File: config.mk
export PLATFORM = sky130hd
export DESIGN_NAME = icache_refill_flat
export DESIGN_NICKNAME = d
export VERILOG_FILES = /design/src/rtl/icache_refill_if.sv /design/src/rtl/icache_refill.sv /design/src/flat_wrapper.sv
export SDC_FILE = /design/constraint.sdc
export NUM_CORES = 1
export LEC_CHECK = 0
export CORE_ASPECT_RATIO = 0.7
export CORE_MARGIN = 3
export CORE_UTILIZATION = 35
export CTS_BUF_LIST = sky130_fd_sc_hd__clkbuf_4 sky130_fd_sc_hd__clkbuf_8
export CTS_CLUSTER_DIAMETER = 100
export DETAILED_ROUTE_END_ITERATION = 7
export PLACE_DENSITY = 0.66
export SLEW_MARGIN = 15
export SYNTH_ARGS = -nofsm -noshare
export SYNTH_HDL_FRONTEND = slang
export SYNTH_SLANG_ARGS = --single-unit
File: constraint.sdc
create_clock -name clk -period 2.6 [get_ports clk]
set_input_delay 0.52 -clock clk [delete_from_list [all_inputs] [get_ports clk]]
set_output_delay 0.52 -clock clk [all_outputs]
set_load 0.005 [all_outputs]
File: src/rtl/icache_refill_if.sv
// Instruction-side read bus between the refill engine and the memory interconnect.
interface icache_refill_if;
    logic [31:0] i_araddr;
    logic [7:0]  i_arlen;
    logic [2:0]  i_arsize;
    logic        i_arvalid;
    logic        i_arready;
    logic [31:0] i_rdata;
    logic        i_rlast;
    logic        i_rvalid;
    logic        i_rready;

    modport master (
        output i_araddr, i_arlen, i_arsize, i_arvalid, i_rready,
        input  i_arready, i_rdata, i_rlast, i_rvalid
    );

    modport slave (
        input  i_araddr, i_arlen, i_arsize, i_arvalid, i_rready,
        output i_arready, i_rdata, i_rlast, i_rvalid
    );
endinterface

File: src/rtl/icache_refill.sv
// I-cache line refill engine: on a miss, issues one incrementing read burst
// for the whole line and assembles the returned beats into refill_line.
module icache_refill #(
    parameter int unsigned LINE_WORDS = 8
) (
    input  logic                    clk,
    input  logic                    rst,
    input  logic                    miss_req,
    input  logic [31:0]             miss_addr,
    output logic                    busy,
    output logic                    refill_done,
    output logic                    refill_err,
    output logic [32*LINE_WORDS-1:0] refill_line,
    icache_refill_if.master         bus
);
    localparam int unsigned CW  = $clog2(LINE_WORDS);
    localparam int unsigned OFF = CW + 2;
    localparam logic [CW-1:0] LAST = CW'(LINE_WORDS - 1);

    localparam logic [1:0] S_IDLE = 2'd0;
    localparam logic [1:0] S_AR   = 2'd1;
    localparam logic [1:0] S_R    = 2'd2;
    localparam logic [1:0] S_DONE = 2'd3;

    logic [1:0]              state_q, state_d;
    logic [31:0]             addr_q, addr_d;
    logic [CW-1:0]           cnt_q, cnt_d;
    logic                    err_q, err_d;
    // Set once the final word slot has been filled without rlast; later beats are dropped.
    logic                    full_q, full_d;
    logic [32*LINE_WORDS-1:0] line_q, line_d;

    // Next-state, beat capture and error tracking.
    always_comb begin
        state_d = state_q;
        addr_d  = addr_q;
        cnt_d   = cnt_q;
        err_d   = err_q;
        full_d  = full_q;
        line_d  = line_q;
        case (state_q)
            S_IDLE: begin
                if (miss_req) begin
                    addr_d  = {miss_addr[31:OFF], {OFF{1'b0}}};
                    cnt_d   = '0;
                    err_d   = 1'b0;
                    full_d  = 1'b0;
                    state_d = S_AR;
                end
            end
            S_AR: begin
                if (bus.i_arready) state_d = S_R;
            end
            S_R: begin
                if (bus.i_rvalid) begin
                    if (!full_q) begin
                        for (int unsigned i = 0; i < LINE_WORDS; i++) begin
                            if (cnt_q == CW'(i)) line_d[32*i +: 32] = bus.i_rdata;
                        end
                        // cnt saturates at the last slot instead of wrapping.
                        if (cnt_q == LAST) begin
                            if (!bus.i_rlast) begin
                                err_d  = 1'b1;
                                full_d = 1'b1;
                            end
                        end else begin
                            cnt_d = cnt_q + CW'(1);
                        end
                    end
                    if (bus.i_rlast) begin
                        if (cnt_q != LAST) err_d = 1'b1;
                        state_d = S_DONE;
                    end
                end
            end
            default: state_d = S_IDLE;
        endcase
    end

    // State registers with synchronous reset.
    always_ff @(posedge clk) begin
        if (rst) begin
            state_q <= S_IDLE;
            addr_q  <= '0;
            cnt_q   <= '0;
            err_q   <= 1'b0;
            full_q  <= 1'b0;
            line_q  <= '0;
        end else begin
            state_q <= state_d;
            addr_q  <= addr_d;
            cnt_q   <= cnt_d;
            err_q   <= err_d;
            full_q  <= full_d;
            line_q  <= line_d;
        end
    end

    assign busy          = (state_q != S_IDLE);
    assign refill_done   = (state_q == S_DONE);
    assign refill_err    = (state_q == S_DONE) && err_q;
    assign refill_line   = line_q;
    assign bus.i_arvalid = (state_q == S_AR);
    assign bus.i_araddr  = addr_q;
    assign bus.i_arlen   = 8'(LINE_WORDS - 1);
    assign bus.i_arsize  = 3'b010;
    assign bus.i_rready  = (state_q == S_R);
endmodule

File: src/flat_wrapper.sv
// flat-port wrapper written by rule: the top's interface ports become plain ports
module icache_refill_flat 
#(
    parameter int unsigned LINE_WORDS = 8
)
  (clk, rst, miss_req, miss_addr, busy, refill_done, refill_err, refill_line, bus_i_araddr, bus_i_arlen, bus_i_arsize, bus_i_arvalid, bus_i_rready, bus_i_arready, bus_i_rdata, bus_i_rlast, bus_i_rvalid);
  icache_refill_if bus_i ();
  input  logic clk;
  input  logic rst;
  input  logic miss_req;
  input  logic [31:0] miss_addr;
  output logic busy;
  output logic refill_done;
  output logic refill_err;
  output logic [32*LINE_WORDS-1:0] refill_line;
  output wire logic [$bits(bus_i.i_araddr)-1:0] bus_i_araddr;
  output wire logic [$bits(bus_i.i_arlen)-1:0] bus_i_arlen;
  output wire logic [$bits(bus_i.i_arsize)-1:0] bus_i_arsize;
  output wire logic [$bits(bus_i.i_arvalid)-1:0] bus_i_arvalid;
  output wire logic [$bits(bus_i.i_rready)-1:0] bus_i_rready;
  input wire logic [$bits(bus_i.i_arready)-1:0] bus_i_arready;
  input wire logic [$bits(bus_i.i_rdata)-1:0] bus_i_rdata;
  input wire logic [$bits(bus_i.i_rlast)-1:0] bus_i_rlast;
  input wire logic [$bits(bus_i.i_rvalid)-1:0] bus_i_rvalid;
  assign bus_i_araddr = bus_i.i_araddr;
  assign bus_i_arlen = bus_i.i_arlen;
  assign bus_i_arsize = bus_i.i_arsize;
  assign bus_i_arvalid = bus_i.i_arvalid;
  assign bus_i_rready = bus_i.i_rready;
  assign bus_i.i_arready = bus_i_arready;
  assign bus_i.i_rdata = bus_i_rdata;
  assign bus_i.i_rlast = bus_i_rlast;
  assign bus_i.i_rvalid = bus_i_rvalid;
  icache_refill #(.LINE_WORDS(LINE_WORDS)) u_core (.clk(clk), .rst(rst), .miss_req(miss_req), .miss_addr(miss_addr), .busy(busy), .refill_done(refill_done), .refill_err(refill_err), .refill_line(refill_line), .bus(bus_i));
endmodule
# Word-level counts from Yosys, hierarchy flattened
# Index checks and enable logic that the tools add are counted.
# Widths: inputs -> output; s select.
[word_totals]
regBits = 290
out_inout_bits = 304
inputBits = 70
[classes]
eq_ne = 17
mux = 23
n_reduce_logical = 17
add_sub_neg = 1
bitwise = 1
[ops]
columns = ["operator", "n"]
rows = [
  ["$reduce_and 4->1", 9],
  ["$eq 3x3->1 const B", 4],
  ["$mux 3", 4],
  ["$mux 1", 11],
  ["$mux 2", 4],
  ["$eq 3x2->1 const B", 2],
  ["$ne 2x1->1 const B", 3],
  ["$ne 2x2->1 const B", 3],
  ["$pmux 2 s3", 1],
  ["$pmux 3 s2", 1],
  ["$reduce_and 5->1", 1],
  ["$eq 2x2->1 const B", 2],
  ["$pmux 1 s2", 2],
  ["$reduce_bool 2->1", 2],
  ["$add 3x1->3 const B", 1],
  ["$eq 3x1->1 const B", 1],
  ["$logic_not 3->1", 1],
  ["$ne 3x3->1 const B", 1],
  ["$reduce_and 3->1", 1],
  ["$eq 2x1->1 const B", 1],
  ["$logic_not 2->1", 1],
  ["$reduce_and 2->1", 1],
  ["$logic_and 1x1->1", 1],
  ["$not 1->1", 1],
]

# Longest topological paths before layout
# Gate-level depths: netlist of run 1.
[logic_depth]
ltp_word = 7
ltp_mapped = 7

# Worst setup path after synthesis of run 1
# Ideal clock, no wire load.
[synth_timing]
path_kind = "reg-to-reg"
startpoint = "reg u_core.cnt_q[0]"
endpoint = "reg u_core.err_q"
path_stages_with_launch = 6
setup_ns = 0.058
path_slack_ns = 1.003
arrival_time_ns = 1.539
n_path_buf = 0
path_cell_list = "dfxtp_1 -> ha_1 -> ha_1 -> or3b_4 -> a2111oi_4 -> o21ba_1"
[synth_between]
elab_chain_len = 7
[synth_lines]
columns = ["element", "line", "source"]
rows = [
  ["start, declared", "icache_refill.sv:27", "logic [CW-1:0] cnt_q, cnt_d;"],
  ["start signal, assigned", "icache_refill.sv:92", "cnt_q <= cnt_d;"],
  ["$eq 3x3->1", "icache_refill.sv:61", "if (cnt_q == LAST) begin"],
  ["$mux 1", "icache_refill.sv:61", ""],
  ["$mux 1", "icache_refill.sv:56", "if (!full_q) begin"],
  ["$mux 1", "icache_refill.sv:71", "if (cnt_q != LAST) err_d = 1'b1;"],
  ["$mux 1 (*)", "icache_refill.sv:70", "if (bus.i_rlast) begin"],
  ["$mux 1 (*)", "icache_refill.sv:55", "if (bus.i_rvalid) begin"],
  ["$pmux 1 s2 (*)", "icache_refill.sv:41", "case (state_q)"],
  ["end signal, assigned", "icache_refill.sv:93", "err_q <= err_d;"],
  ["end, declared", "icache_refill.sv:28", "logic err_q, err_d;"],
]
# Mark *: on every way between the ends. The rest lies on a longest branch, timed or not. The select of a mux whose other input is x is not followed.
# A chain may end at the register's enable or synchronous reset.

# Final worst setup path of run 1
[layout_timing]
startpoint = "reg u_core.state_q[0]"
endpoint = "out busy"
[layout_between]
elab_chain_len = 1
[layout_lines]
columns = ["element", "line", "source"]
rows = [
  ["start, declared", "icache_refill.sv:25", "logic [1:0] state_q, state_d;"],
  ["start signal, assigned", "icache_refill.sv:90", "state_q <= state_d;"],
  ["$reduce_bool 2->1", "icache_refill.sv:99", "assign busy = (state_q != S_IDLE);"],
  ["end, declared", "flat_wrapper.sv:12", "output logic busy;"],
]
# No other way between the ends.

==> impl_results.md, run 1 <==
* Status: finished, final reports clean
* Diode count at 0
* Final period util at 93.01%
* Post-route ant nets at 0
* EDFF count, synth at 0
* Count of hold-fix buffers inserted at cts at 0
* Leading area contributor after synthesis: dfxtp_1
* DR iter-0 viols at around 500
* Clock Latency Late Sink at 0.57 ns
* Hold crit path type: flip-flop to flip-flop
* Synth Warn # at 0
* Rows at 54
* Synth Area in Simple Gates at ~21%
* Clk sink count at 290
* Met1 Track Usage GR at 28.50%
* FMAX at slightly above 0.4 GHz
* Core area at 0.03149 sq mm
* Setup ws final at between 0.15 and 0.2 ns
* Die Span Y at 156.3 microns
* Final Max Tran Viols at 0
* Critical Path Sink Type: output port
* Pre-Repair DR Iteration Count at 5
* CTS max path bufs at 3
* Vias in the first global route at 8997
* TritonCTS clock tree: yes
* RSZ-0062 raised after global routing: no
* Root Driver: clkbuf_8
* Met3 GRT Util at 6.891%
* Critical Path Max Stage Delay at 0.51 ns
* Synth async-reset ratio at 0%
* Top_reg_cell synth: dfxtp_1
* Cell Area, Synth at approximately 0.011 sq mm
* PortBufs at 352
* GPL Wtd Cong at 0.7799
* Synth area leaders: dfxtp_1 51%, mux2i_1 17%, nand2b_1 13%
* # setup viols final at 0
* Yosys top cell area share at between 50% and 60%
* Largest family of logic cells by synthesized area: simple AND/OR/NAND/NOR gates
* Pwr per Cell Area at 622.4 mW/mm^2
* WS Path Type: flip-flop to output port
* All-Layer GR Usage at between 20% and 30%
* Post-synthesis cell type count at 36
* Max-slew headroom at 53.84%
* Synth Area in Compound Gates at under 10%
* Starting Density at 35.86%
* Critical Path, Cell by Cell: inv_1 > ha_1 > inv_1 > clkdlybuf4s50_1
* Io pins at 374
* Synth Area in XOR/XNOR at 0%
* Peak supply drop at 0.0004672 V
* Leak at 0.006733 uW
* Worst EP required at ~2.1 ns
* Die area at 0.03449 sq mm
* Syn-to-layout area delta at 43.22%
* Worst EP arrival at 1.90 ns
* Reg clk slew, reported paths at about 0.06 ns
* Synth Register Bits at 290
* CTS resizes at 0
* Share of layout cells above drive strength 1 at about 8.1%
* Commonest cells in the netlist: 290 x dfxtp_1, 230 x nand2b_1, 193 x mux2i_1
* Slew @ Worst Pin at 0.6923 ns
* Final net count at about 1.6k
* Total congestion overflow at 0
* Critical-path maximum fanout at 6
* Drt total wl at around 36000 microns
* H-tree Lvls at 2
* Setup TNS at 0 ns
* Vias/cell at 4.667
* Multiplexer share of the synthesized area at 17.21%
* Clk_skew at 0.01916 ns
* Pin count of the biggest net entering global routing at 75
* Synth Area in Adders at ~1.1%
* Syn_area_per_cell at between 9 and 10 sq um
* DP HPWL at 25510 microns
* Count leader, synth: dfxtp_1
* CTS Buf Count at 46
* DRC errors left at 0
* Vias post-DR at 9049
* Syn Inst Count at 1137
* Critical Path Start Type: flip-flop
* Pre-CTS WS at 0.3029 ns
* Slowest CP cell: clkdlybuf4s50_1
* Sequential share of the synthesized area at 51.41%
* Busiest grt layer: met2
* Die W at 220.7 microns
* Met2 Track Usage GR at 29.32%
* Final hold viol count at 0
* Delay-heaviest family, CP: buffers and inverters
* First-pass GRT wire length at 53590 microns
* Crit path buf inv count at 3
* Initial antenna violation count at 0
* # Post-CTS Setup Buffers at 0
* Most Frequent Cell on Critical Path: inv_1
* WL per Instance at 18.47 microns
* Final min period at 2.418 ns
* Number of max-cap violations at 0
[registers in the layout (all words and copies together) (netlist names)]
register / count
u_core.cnt_q: 3
u_core.err_q: 1
u_core.refill_line: 256
u_core.bus.i_araddr: 27
u_core.state_q: 2
u_core.full_q: 1
[cell type report]
cell class	count	area, sq um
clock inverters	6	38.79
multi-input cells	760	5072
repair buffers	382	3790
fillers	2918	15310
inverters	8	30.03
clock buffers	73	910.9
well taps	420	525.5
flip-flops and latches	290	5806
[placed cells by master, fill, tap and decap left out, drive strengths merged, types with 4 or more instances in the layout]
cell type | Yosys | layout
clkdlybuf4s50 | 0 | 351
dfxtp | 290 | 290
nand2b | 230 | 230
mux2i | 193 | 193
nand2 | 183 | 183
a21oi | 91 | 91
clkbuf | 34 | 74
buf | 59 | 30
conb | 2 | 16
ha | 10 | 10
inv | 8 | 9
nand4 | 4 | 4
nor2b | 4 | 4
[final timing paths]
kind	start	end	slack [ns]	cells past startpoint
hold / removal	u_core.bus.i_araddr[21]	u_core.bus.i_araddr[21]	0.45	2
hold reg to reg	u_core.bus.i_araddr[21]	u_core.bus.i_araddr[21]	0.45	2
setup reg to reg	u_core.state_q[0]	u_core.refill_line[213]	0.61	6
setup / recovery	u_core.state_q[0]	busy	0.18	4
[worst reg2reg max path, cell delays in order, from the launching register on]
cell,delay [ns]
dfxtp_1,0.38
inv_1,0.08
ha_1,0.28
buf_4,0.23
nand4_4,0.10
buf_4,0.54
mux2i_1,0.30
[report_power, final]
| group | total (uW) | switching (uW) | internal, uW |
|---|---|---|---|
| clock network | 4020 | 1800 | 2210 |
| logic | 1350 | 687 | 662 |
| registers | 4700 | 99.9 | 4600 |
[layer usage]
| metal | up-vias | routed length, microns |
|---|---|---|
| met3 | 49 | 2980 |
| met5 | - | 0 |
| met2 | 282 | 14960 |
| met4 | 0 | 742 |
| met1 | 4326 | 17120 |
| li1 | 4392 | - |
[cell families (layout without fill, tap and decap cells)]
group                    count (synthesis)  after routing
flip-flops                             290            290
AND/OR/NAND/NOR                        439            439
buffers and inverters                  101            469
other                                    2             16
adder cells (fa/ha/maj)                 10             10
AO/OA/AOI/OAI                          101            101
multiplexers                           194            194
[metrics by stage]
step | hold WS, ns | instance area (sq um) | utilization, % | total power (uW) | cells
2_1_floorplan | 0.4412 | 11340 | - | 5498 | 1151
3_3_place_gp | 0.4413 | 15220 | 48.35 | 6126 | 1860
3_5_place_dp | 0.4457 | 15220 | 48.35 | 6144 | 1860
4_1_cts | 0.4270 | 16170 | 51.37 | 10210 | 1939
5_1_grt | 0.4662 | 16170 | 51.37 | 10540 | 1939
6_report | 0.4530 | 16170 | 51.37 | 10070 | 1939
(Power assumes the default switching activity.)
==> run 2, diff against run 1 <==
- CTS_BUF_LIST: sky130_fd_sc_hd__clkbuf_4 sky130_fd_sc_hd__clkbuf_8 -> unset
==> impl_results.md, run 2 (synthesized netlist as in run 1, its figures left out) <==
* Hold crit path type: flip-flop to flip-flop
* Fill count at a little under 3k
* Critical-path maximum fanout at 6
* Initial antenna violation count at 0
* DRC errors left at 0
* CTS max path bufs at 3
* Critical Path End: busy
* Pint at ~7600 uW
* Inst Count DP at 1860
* # Post-CTS Setup Buffers at 0
* Vias/cell at 4.674
* Count of hold-fix buffers inserted at cts at 0
* Number of max-cap violations at 0
* H-tree Lvls at 1
* Reg clk slew, reported paths at 0.06 ns
* Reg2reg end: u_core.refill_line[213]
* RSZ-0062 raised after global routing: no
* First-pass GRT wire length at 53410 microns
* Clock Latency Late Sink at roughly 0.56 ns
* Fin util at approximately 51%
* # setup viols final at 0
* R2R Setup Slk at 0.57 ns
* Switch Pwr at 2580 uW
* Vias post-DR at 8951
* Leak at between 0.006 and 0.007 uW
* Switching share of power at 25.24%
* DP HPWL at 25510 microns
* Core area at 0.03149 sq mm
* Die Span Y at 156.3 microns
* Met3 GRT Util at 5.939%
* Share of power burned in registers at 45.9%
* Critical Path Sink Type: output port
* Clk pwr share at between 40% and 50%
* WL per Instance at 18.65 microns
* Met2 Track Usage GR at 29.75%
* Setup TNS at 0 ns
* Starting Density at roughly 36%
* Root Driver: clkbuf_16
* All-Layer GR Usage at between 10% and 20%
* Max FFs per register at 256
* Final net count at 1552
* Share of layout cells above drive strength 1 at 6.154%
* Clk_skew at around 0.014 ns
* Max-slew headroom at 54.17%
* Pre-Repair DR Iteration Count at 5
* Total congestion overflow at 0
* Io pins at 374
* Critical Path Start Type: flip-flop
* Final hold viol count at 0
* Final period util at 93.50%
* Peak supply drop at about 0.00048 V
* Busiest grt layer: met2
* Commonest non-fill, non-tap cells in the layout: 351 x clkdlybuf4s50_1, 290 x dfxtp_1, 229 x nand2b_1
* Commonest non-fill, non-tap cell in the layout: clkdlybuf4s50_1
* Status: finished, final reports clean
* Die W at roughly 220 microns
* TritonCTS clock tree: yes
* Pwr per Cell Area at 631.7 mW/mm^2
* Clk sink count at 290
* Rows at 54
* Die area at 0.03449 sq mm
* CTS Buf Count at 30
* Drt total wl at 35710 microns
* Critical path startpoint: u_core.state_q[0]
* Syn-to-layout area delta at 43.31%
* Comb pwr share at 13.2%
* Worst EP arrival at around 1.9 ns
* Met1 Track Usage GR at 28.50%
* Diode count at 0
* Worst EP required at about 2.1 ns
* Pin count of the biggest net entering global routing at 75
* R2r startpoint: u_core.state_q[0]
* PortBufs at roughly 350
* Power, Total at 10220 uW
* Slew @ Worst Pin at between 0.6 and 0.7 ns
* DR iter-0 viols at 502
* GPL Wtd Cong at 0.7799
* Non-Filler Instances at 1915
* Final min period at 2.431 ns
* Vias in the first global route at 8895
* Number of cells on the worst reg-to-reg path at 6
* WS Path Type: flip-flop to output port
* Final Max Tran Viols at 0
* CTS resizes at 0
* Post-route ant nets at 0
* FMAX at 0.4113 GHz
-- run 2: critical path, stage by stage, from the launching register on --
cell and delay (ns):
dfxtp_1 0.39, inv_1 0.08, ha_1 0.28, inv_1 0.09
clkdlybuf4s50_1 0.51
-- run 2: worst min path at each step --
stage                                       start                       to  depth (start not counted)
after CTS                 u_core.bus.i_araddr[13]  u_core.bus.i_araddr[13]                          2
after global placement    u_core.refill_line[121]  u_core.refill_line[121]                          2
after detailed placement  u_core.bus.i_araddr[13]  u_core.bus.i_araddr[13]                          2
after floorplan                      u_core.err_q             u_core.err_q                          1
final                     u_core.bus.i_araddr[13]  u_core.bus.i_araddr[13]                          2
after global routing      u_core.bus.i_araddr[21]  u_core.bus.i_araddr[21]                          2
-- run 2: cell type report --
type	count	area [sq um]	area share, %
clock buffer	45	898.4	5.551
clock inverter	10	61.31	0.3788
inverter	8	30.03	0.1856
multi-input combinational	760	5072	31.34
sequential	290	5806	35.87
tap	420	525.5	3.247
timing repair buffer	382	3790	23.42
-- run 2: layer usage --
metal  part of all wire [%]  wire length [microns]
met3                    7.4                   2654
met5                      0                      0
met2                     43                  15240
met1                     48                  17230
met4                    1.6                    588
-- run 2: power by group through the flow --
stage,Combinational (uW),Clock (uW),Sequential (uW)
floorplan,713,0,4780
global placement,1340,0,4790
detailed placement,1350,0,4790
CTS,1360,4300,4700
global route,1470,4490,4710
finish,1350,4180,4700
-- run 2: stage by stage --
stage	instance area, sq um	worst slack [ns]	hold WS (ns)
2_1_floorplan	11340	1.003	0.4412
3_3_place_gp	15220	0.3253	0.4413
3_5_place_dp	15220	0.3029	0.4457
4_1_cts	16180	0.1531	0.4540
5_1_grt	16180	0.09140	0.4690
6_report	16180	0.1689	0.4520
==> run 3, diff against run 2 <==
- CELL_PAD_IN_SITES_DETAIL_PLACEMENT: unset -> 0
- CELL_PAD_IN_SITES_GLOBAL_PLACEMENT: unset -> 2
- CORE_UTILIZATION: 35 -> 29
- PLACE_DENSITY: 0.66 -> 0.86
==> impl_results.md, run 3 (synthesized netlist as in run 1, its figures left out) <==
* WHS Path Cells at 2
* Syn-to-layout area delta at 44.92%
* # Post-CTS Setup Buffers at 0
* # setup viols final at 0
* Vias post-DR at 8859
* Vias/cell at 4.403
* Critical Path Max Stage Delay at slightly above 0.5 ns
* Slew @ Worst Pin at about 0.70 ns
* PortBufs at 352
* Final hold viol count at 0
* Commonest non-fill, non-tap cells in the layout: 351 x clkdlybuf4s50_1, 290 x dfxtp_1, 229 x nand2b_1
* Peak supply drop at 0.0004820 V
* Final Cell Area at ~0.016 sq mm
* Critical Path, Cell by Cell: inv_1 > ha_1 > inv_1 > clkdlybuf4s50_1
* Max-slew headroom at 53.41%
* DR iter-0 viols at slightly below 500
* Pre-CTS WS at slightly above 0.3 ns
* Dpl cell area at between 0.015 and 0.02 sq mm
* Clk sink count at 290
* Clk_skew at 0.01410 ns
* DP HPWL at 27290 microns
* Final Max Tran Viols at 0
* Io pins at 374
* All-Layer GR Usage at roughly 17%
* Most Frequent Cell on Critical Path: inv_1
* WL per Instance at 18.84 microns
* Root Driver: clkbuf_16
* Final min period at 2.435 ns
* Die Span Y at 171.1 microns
* Rows at 59
* Starting Density at 29.88%
* FMAX at slightly above 0.4 GHz
* Max FFs per register at 256
* Leak at 0.006721 uW
* WS Path Type: flip-flop to output port
* CTS resizes at 0
* Post-route ant nets at 0
* H-tree Lvls at 1
* First-pass GRT wire length at 55750 microns
* Worst EP required at 2.08 ns
* Number of max-cap violations at 0
* Vias in the first global route at slightly below 9k
* Pre-Repair DR Iteration Count at 4
* CTS max path bufs at 3
* Initial antenna violation count at 0
* Worst EP arrival at 1.91 ns
* Setup TNS at 0 ns
* Die W at 241.9 microns
* Diode count at 0
* Count of hold-fix buffers inserted at cts at 0
* Die area at ~0.041 sq mm
* Pin count of the biggest net entering global routing at 73
* Share of layout cells above drive strength 1 at 5.957%
* Critical-path maximum fanout at 6
* Reg clk slew, reported paths at 0.06 ns
* DRC errors left at 0
* Clock Latency Late Sink at about 0.57 ns
* GPL Wtd Cong at 0.7560
* Commonest non-fill, non-tap cell in the layout: clkdlybuf4s50_1
* RSZ-0062 raised after global routing: no
* TritonCTS clock tree: yes
* Hold crit path type: flip-flop to flip-flop
* Core area at 0.03780 sq mm
* Setup ws final at 0.1651 ns
* Critical Path Start Type: flip-flop
* Total congestion overflow at 0
* Number of cells on the worst reg-to-reg path at 6
* CTS Buf Count at 30
* Final period util at 93.65%
* Drt total wl at around 38000 microns
* Status: finished, final reports clean
* Fill count at 3681
* Final net count at 1554
* Slowest CP cell: clkdlybuf4s50_1
* Critical Path Sink Type: output port
* Pwr per Cell Area at 636.3 mW/mm^2
==> run 3: power breakdown <==
group / leakage [uW] / switching, uW / internal [uW]
sequential: 0.00234 / 86.5 / 4600
combinational: 0.00390 / 727 / 679
clock: 0.000479 / 1810 / 2510
total: 0.00672 / 2630 / 7790
==> run 3: through the flow <==
step                total power [uW]  cells  util, %  hold WS [ns]
finish                         10410   2012    43.30        0.4529
global route                   10890   2012    43.30        0.4654
CTS                            10580   2012    43.30        0.4541
detailed placement              6193   1960    40.70        0.4465
global placement                6184   1960    40.70        0.4418
floorplan                       5498   1151        -        0.4412
==> run 3: worst max-delay path: cells and delay by family, from the launching register on <==
kind,cells,cell delay [ns]
buf+inv,3,0.68
flops,1,0.39
fa+ha+maj,1,0.28
==> run 3: final cells by class <==
class	count	area (sq um)	share of cell area, %
repair buffers	384	3830	23.40
flip-flops and latches	290	5806	35.48
clock buffers	44	873.3	5.337
inverters	8	30.03	0.1835
multi-input cells	760	5070	30.98
well taps	518	648.1	3.961
clock inverters	8	107.6	0.6575
==> run 3: worst paths after layout <==
path	from	endpoint	slack, ns
max	u_core.state_q[0]	busy	0.17
min	u_core.bus.i_araddr[26]	u_core.bus.i_araddr[26]	0.45
max reg2reg	u_core.state_q[0]	u_core.refill_line[25]	0.59
min reg2reg	u_core.bus.i_araddr[26]	u_core.bus.i_araddr[26]	0.45
==> run 3: per-layer routing <==
metal	vias to the layer above	GRT usage (%)	wire length (microns)
li1	4366	-	-
met1	4249	25.05	18830
met2	210	27.05	16510
met3	34	4.167	2023
met4	0	2.585	539
met5	-	0	0
